--- config.mk ---
export PLATFORM = sky130hd
export DESIGN_NAME = kronos_obi_master_arbiter
export DESIGN_NICKNAME = d
export VERILOG_FILES = /design/src/rtl/kronos_obi_master_arbiter.sv
export SDC_FILE = /design/constraint.sdc
export NUM_CORES = 1
export LEC_CHECK = 0
export ABC_AREA = 1
export BUFFER_PORTS_ARGS = -buffer_cell sky130_fd_sc_hd__buf_2
export CAP_MARGIN = 5
export CORE_AREA = 5 5 146 148
export CTS_CLUSTER_SIZE = 16
export DETAILED_ROUTE_END_ITERATION = 8
export DIE_AREA = 0 0 151 153
export PLACE_DENSITY = 0.54
export SLEW_MARGIN = 5
export SYNTH_ARGS = -nofsm -noshare
export SYNTH_HDL_FRONTEND = slang
export SYNTH_SLANG_ARGS = --single-unit
--- constraint.sdc ---
create_clock -name clk_i -period 4.9 [get_ports clk_i]
set_clock_uncertainty 0.1 [all_clocks]
set_input_delay 0.98 -clock clk_i [delete_from_list [all_inputs] [get_ports clk_i]]
set_output_delay 0.98 -clock clk_i [all_outputs]
set_load 0.02 [all_outputs]
--- src/rtl/kronos_obi_master_arbiter.sv ---
// kronos_obi_master_arbiter: N-to-1 OBI master arbiter feeding one external xbar
// master slot. Round-robin selection, in-order response routing, sticky error.
//
// Ports:
//   clk_i, rst_i    : clock, synchronous active-high reset
//   master_req_i    : upstream OBI requests, one per master
//   master_resp_o   : upstream gnt / rvalid / rdata, one per master
//   slave_req_o     : merged request towards the xbar master slot
//   slave_resp_i    : gnt / rvalid / rdata from the xbar master slot
//   protocol_err_o  : sticky, set on rvalid with nothing outstanding
//   stall_cnt_o     : per-master stall cycle counters
//
// Optional feature macro: KRONOS_ARB_STALL_CNT_EN enables the saturating stall
// counters; when undefined stall_cnt_o is tied to zero.

package kronos_obi_pkg;

    typedef struct packed {
        logic        req;
        logic        we;
        logic [3:0]  be;
        logic [31:0] addr;
        logic [31:0] wdata;
    } obi_req_t;

    typedef struct packed {
        logic        gnt;
        logic        rvalid;
        logic [31:0] rdata;
    } obi_resp_t;

endpackage

module kronos_obi_master_arbiter
    import kronos_obi_pkg::*;
#(
    parameter int unsigned NUM_MASTERS     = 2,
    parameter int unsigned MAX_OUTSTANDING = 4
) (
    input  logic                         clk_i,
    input  logic                         rst_i,
    input  obi_req_t                     master_req_i  [NUM_MASTERS],
    output obi_resp_t                    master_resp_o [NUM_MASTERS],
    output obi_req_t                     slave_req_o,
    input  obi_resp_t                    slave_resp_i,
    output logic                         protocol_err_o,
    output logic [NUM_MASTERS-1:0][31:0] stall_cnt_o
);

    localparam int unsigned SEL_W = $clog2(NUM_MASTERS);
    localparam int unsigned PTR_W = $clog2(MAX_OUTSTANDING);
    localparam int unsigned CNT_W = PTR_W + 1;

    typedef logic [SEL_W-1:0] sel_t;

    sel_t                   rr_ptr;
    sel_t                   lock_idx;
    logic                   locked;
    sel_t                   sel_rr;
    sel_t                   sel;
    sel_t                   head;
    sel_t                   fifo_q [MAX_OUTSTANDING];
    logic [PTR_W-1:0]       wr_ptr;
    logic [PTR_W-1:0]       rd_ptr;
    logic [CNT_W-1:0]       count;
    logic [NUM_MASTERS-1:0] req_vec;
    logic [NUM_MASTERS-1:0] gnt_vec;
    logic [NUM_MASTERS-1:0] rv_vec;
    logic                   full;
    logic                   empty;
    logic                   fwd_req;
    logic                   hs;
    logic                   pop;
    logic                   spurious;

    always_comb begin
        for (int i = 0; i < int'(NUM_MASTERS); i++) begin
            req_vec[i] = master_req_i[i].req;
        end
    end

    // First requester at or after rr_ptr, wrapping around.
    always_comb begin
        int   idx;
        logic found;
        idx    = 0;
        found  = 1'b0;
        sel_rr = rr_ptr;
        for (int k = 0; k < int'(NUM_MASTERS); k++) begin
            idx = int'(rr_ptr) + k;
            if (idx >= int'(NUM_MASTERS)) begin
                idx = idx - int'(NUM_MASTERS);
            end
            if (!found && req_vec[idx]) begin
                sel_rr = sel_t'(idx);
                found  = 1'b1;
            end
        end
    end

    // A presented-but-ungranted request keeps its master until the grant.
    assign sel      = locked ? lock_idx : sel_rr;
    assign full     = (count == CNT_W'(MAX_OUTSTANDING));
    assign empty    = (count == '0);
    assign fwd_req  = req_vec[sel] & ~full & ~rst_i;
    assign hs       = fwd_req & slave_resp_i.gnt;
    assign head     = fifo_q[rd_ptr];
    assign pop      = slave_resp_i.rvalid & ~empty & ~rst_i;
    assign spurious = slave_resp_i.rvalid & empty & ~rst_i;

    always_comb begin
        slave_req_o     = master_req_i[sel];
        slave_req_o.req = fwd_req;
    end

    always_comb begin
        for (int i = 0; i < int'(NUM_MASTERS); i++) begin
            gnt_vec[i]              = hs & (sel == sel_t'(i));
            rv_vec[i]               = pop & (head == sel_t'(i));
            master_resp_o[i].gnt    = gnt_vec[i];
            master_resp_o[i].rvalid = rv_vec[i];
            master_resp_o[i].rdata  = slave_resp_i.rdata;
        end
    end

    always_ff @(posedge clk_i) begin
        if (rst_i) begin
            rr_ptr         <= '0;
            locked         <= 1'b0;
            lock_idx       <= '0;
            wr_ptr         <= '0;
            rd_ptr         <= '0;
            count          <= '0;
            protocol_err_o <= 1'b0;
        end else begin
            if (hs) begin
                locked <= 1'b0;
                wr_ptr <= wr_ptr + 1'b1;
                if (sel == sel_t'(NUM_MASTERS - 1)) begin
                    rr_ptr <= '0;
                end else begin
                    rr_ptr <= sel + 1'b1;
                end
            end else if (fwd_req) begin
                locked   <= 1'b1;
                lock_idx <= sel;
            end
            if (pop) begin
                rd_ptr <= rd_ptr + 1'b1;
            end
            case ({hs, pop})
                2'b10:   count <= count + 1'b1;
                2'b01:   count <= count - 1'b1;
                default: count <= count;
            endcase
            if (spurious) begin
                protocol_err_o <= 1'b1;
            end
        end
    end

    // Routing storage needs no reset: entries are only read below count.
    always_ff @(posedge clk_i) begin
        if (hs) begin
            fifo_q[wr_ptr] <= sel;
        end
    end

`ifdef KRONOS_ARB_STALL_CNT_EN
    logic [NUM_MASTERS-1:0][31:0] stall_q;

    always_ff @(posedge clk_i) begin
        if (rst_i) begin
            stall_q <= '0;
        end else begin
            for (int i = 0; i < int'(NUM_MASTERS); i++) begin
                if (req_vec[i] && !gnt_vec[i] && (stall_q[i] != 32'hFFFF_FFFF)) begin
                    stall_q[i] <= stall_q[i] + 32'd1;
                end
            end
        end
    end

    assign stall_cnt_o = stall_q;
`else
    assign stall_cnt_o = '0;
`endif

endmodule

Yosys cells after proc, flatten, opt, wreduce, memory -nomap -nowiden --
Memories as Yosys holds them, arrays and structs flattened. A register that Yosys moved wholly into a read port is not among the register bits. Cells that the tools add are included.
Storage, ports and cells: bits in writable memories 4, output and inout port bits 203, ROM bits 0, flip-flop bits (word level) 11, memories 1, bits of input ports 176, latch bits 0, word-level logic and storage cells 72
Memory list:
- fifo_q | words 4, bits a word 1, read ports 1, clocked after memory_dff 1, wr ports 1, line 62 | sel_t fifo_q [MAX_OUTSTANDING];
Cells by class: $lt $le $gt $ge 6, equal/unequal tests 3, add/subtract/negate cells 8, reductions and logical operators 6, bitwise gates (word level) 18, shifts and indexed selects 0, divide/modulo/power cells 0, multiply operators 0, multiplexer cells 23
Operators with widths (count):
- 69-bit two-way mux | 3
- 32-bit by 3-bit < comparator with 1-bit output, second input constant | 2
- 32-bit two-way mux | 2
- 1-bit two-way mux | 15
- 1-bit AND | 11
- 1-bit NOT | 6
- 3-bit case mux with 2 select lines | 1
- 2-bit by 1-bit adder with 2-bit output, second input constant | 2
- 2-bit >= comparator, second input constant | 2
- 2-bit two-way mux | 2
- 3-bit by 1-bit adder with 3-bit output, second input constant | 1
- 3-bit == test, second input constant | 1
- 3-bit logical NOT | 1
- 1-bit by 2-bit subtractor with 3-bit output, second input constant | 1
- 2-bit by 2-bit subtractor with 3-bit output, second input constant | 1
- 3-bit by 1-bit subtractor with 3-bit output, second input constant | 1
- 1-bit by 1-bit adder with 2-bit output, second input constant | 1
- 2-bit by 1-bit == test with 1-bit output, second input constant | 1
- 2-bit == test, second input constant | 1
- 1-bit by 2-bit >= comparator with 1-bit output, second input constant | 1
- 1-bit by 2-bit < comparator with 1-bit output, second input constant | 1
- 1-bit NOT with 2-bit output | 1
- 2-bit AND reduction | 1
- 2-bit nonzero test | 1
- 4 further kinds | 4

Logic depth before layout (Yosys ltp) --
word-level depth 17, depth in mapped cells 15, gate-level depth less buffers 14

Worst setup path after synthesis --
No wires, ideal clock.
path type in2out, start point input port master_req_i[139] (netlist bit), end point output port master_resp_o[67] (netlist bit), buffers on the path 2, setup slack 1.910 ns, arrival time 1.910 ns, required time 3.820 ns, cell stages on the path 8, cells stage by stage inv_1 nand2_1 nand2_1 nand2_2 nand2_1 buf_4 buf_2 nor2_1
RTL lines:
- from (decl) | line 42 | input obi_req_t master_req_i [NUM_MASTERS],
- to (decl) | line 43 | output obi_resp_t master_resp_o [NUM_MASTERS],

==> impl_metrics.py <==
metrics = {
    "outcome": {
        "run_status": "complete, no violations",
    },
    "sta": {
        "slew_viol_final": 0,
        "period_share": 0.763,
        "finalSetupViolCount": 0,
        "rsz0062_at_grt": "no",
        "slew_headroom": 0.531,
        "hold_viol": 0,
        "setup_tns_ns": 0,
        "timing.hold.ws_ns": 0.362,
        "period_minus_slack_ns": 3.74,
        "setup_slack_ns": 1.16,
        "max_slew.worst_pin.slew_ns": 0.704,
        "fmax_ghz": 0.267,
    },
    "power": {
        "powerDensity_nw_per_um2": 222,
        "switching_share": 0.471,
        "power.total_mw": 0.762,
        "pwr-share-seq": 0.208,
        "internal-power_mw": 0.403,
        "combPwrFrac": 0.580,
        "power_leakage_nw": 2.13,
        "power.switching_mw": 0.358,
        "pwr-share-clk": 0.212,
        "vdd_drop_max_v": 0.0000998,
    },
    "floorplan": {
        "fp.dieW_um": 151,
        "fp.dieH_um": 153,
        "io_pins": 379,
        "die_area_um2": 23100,
        "core_um2": 19900,
        "start_util": 0.137,
        "num_rows": 52,
    },
    "logic_synthesis": {
        "synth_cell_types": 26,
        "synth_area_um2": 2730,
        "yosys_warnings": 0,
        "yosysSeqAreaShare": 0.140,
        "avgSynthCellArea_um2": 5.85,
        "ys_seq_elements": 17,
        "synthCells": 466,
    },
    "critical_path": {
        "end_kind": "output pin",
        "worst-setup-path-type": "in -> out",
        "critPathMaxFanout": 70,
        "worst_ep_required_time_ns": 3.82,
        "critPathArrivalTime_ns": 2.66,
        "start_kind": "primary input",
    },
    "cells_and_area": {
        "areaGrowthSynthToFinish_pct": 25.8,
        "final_cells": 876,
        "final_cell_area_um2": 3430,
        "drive_above_1_share": 0.383,
        "fin_nets": 789,
        "n_antenna_cell": 0,
        "final_core_util": 0.172,
    },
    "placement": {
        "dp.cells": 872,
        "placed_area_um2": 3350,
        "detailedPlace.worstSlack_ns": 1.10,
        "dp_hpwl_mm": 7.88,
        "port_buffers": 218,
        "place.gp.congestion": 0.742,
    },
    "clock_network": {
        "path_clk_slew_ns": 0.05,
        "cts_tree": "yes",
        "root_buffer": "clkbuf_16",
        "cts_buffer_depth": 2,
        "clock-sinks": 17,
        "cts_resized": 0,
        "cts_inserted_buffers": 3,
        "ctsHoldBuffers": 0,
        "clock_latency_ns": 0.25,
        "cts_max_level": 1,
        "postCtsSetupRepairBufs": 0,
    },
    "detailed_routing": {
        "highest_layer": "met5",
        "postRouteAntennaNets": 0,
        "drc": 0,
        "via_per_inst": 3.31,
        "routedLengthMet1_mm": 3.12,
        "met2_wirelength_mm": 4.48,
        "routed-wl-met3_mm": 1.17,
        "routedWlPerCell_um": 10.7,
        "drt_iter0_drc": 102,
        "dr.pass1.iters": 4,
        "routed_wl_mm": 9.39,
        "route.vias.total": 2901,
    },
    "global_routing": {
        "grt_max_degree": 71,
        "grt_overflow": 0,
        "grt_usage": 0.0701,
        "antenna_found_initial": 1,
        "grt_pass1_wl_mm": 13.2,
        "grt_pass1_vias": 2595,
    },
    "run": {
        "max_cap_viol_count": 0,
    },
    "min_path": {
        "worstHoldPathType": "reg -> reg",
    },
}
[layout make-up]
class	instances	area, µm²
Fill cell	2335	16500
Tap cell	270	338
Clock buffer	4	78.8
Timing Repair Buffer	219	1110
Inverter	24	92.6
Multi-Input combinational cell	342	1430
Sequential cell	17	380
[placed cells by master (no fill, tap or decap), drive strengths merged]
cell type    n
a32oi        1
edfxtp       4
a31oi        2
nand3        2
buf        219
o21ai        5
nand2      228
fa           1
conb        64
nor2        21
clkbuf       4
nand4        2
a21oi       10
ha           5
nor3         1
dfxtp       13
inv         24
[synth_stat cells]
library cell	number	area (µm²)
nand2_1	226	848
buf_4	130	976
inv_1	21	78.8
nor2_1	20	75.1
buf_2	14	70.1
dfxtp_1	13	260
a21oi_1	10	50.1
ha_1	5	62.6
edfxtp_1	4	120
o21ai_0	4	20.0
buf_6	2	22.5
inv_2	2	7.51
nand2_2	2	12.5
a31oi_1	1	6.26
a31oi_2	1	12.5
a32oi_1	1	8.76
conb_1	1	3.75
fa_1	1	20.0
inv_4	1	6.26
nand3_1	1	5.00
nand3_2	1	10.0
nand4_1	1	6.26
nand4_4	1	21.3
nor2_4	1	11.3
nor3_1	1	5.00
o21ai_1	1	5.00
[path summary, 6_finish.rpt]
path	startpoint	endpoint	slack, ns	depth (start not counted)
setup reg to reg	rr_ptr$_SDFFE_PP0P_	count[2]$_SDFFE_PP0P_	2.30	13
hold / removal	protocol_err_o$_SDFFE_PP0P_	protocol_err_o$_SDFFE_PP0P_	0.36	2
setup / recovery	master_req_i[139]	slave_req_o[68]	1.16	10
hold reg to reg	protocol_err_o$_SDFFE_PP0P_	protocol_err_o$_SDFFE_PP0P_	0.36	2
[worst max-delay path, stage by stage]
cell,delay [ns]
buf_2,0.09
inv_1,0.05
nand2_1,0.05
nand2_1,0.05
nand2_2,0.11
nand2_4,0.24
inv_4,0.62
nand2_1,0.11
nand2_1,0.14
buf_2,0.18
[routing by layer]
metal	GRT usage	vias to the layer above
li1	-	1479
met4	0.0440	2
met3	0.0204	59
met2	0.127	167
met5	0	-
met1	0.0685	1194
[logic make-up (layout without fill, tap and decap cells)]
logic type / Yosys count / in the layout / share of synthesized area
buf+inv: 170 / 247 / 0.426
compound gates: 18 / 18 / 0.0376
fa+ha+maj: 6 / 6 / 0.0303
other cells: 1 / 64 / 0.00138
flops: 17 / 17 / 0.140
simple gates: 254 / 254 / 0.365
[power groups by stage]
stage / clock (mW) / sequential, mW / combinational [mW]
finish: 0.161 / 0.158 / 0.442
global route: 0.174 / 0.160 / 0.488
CTS: 0.167 / 0.158 / 0.447
detailed placement: 0 / 0.161 / 0.445
global placement: 0 / 0.161 / 0.445
floorplan: 0 / 0.161 / 0.402
Power figures use the tool's default switching activity.
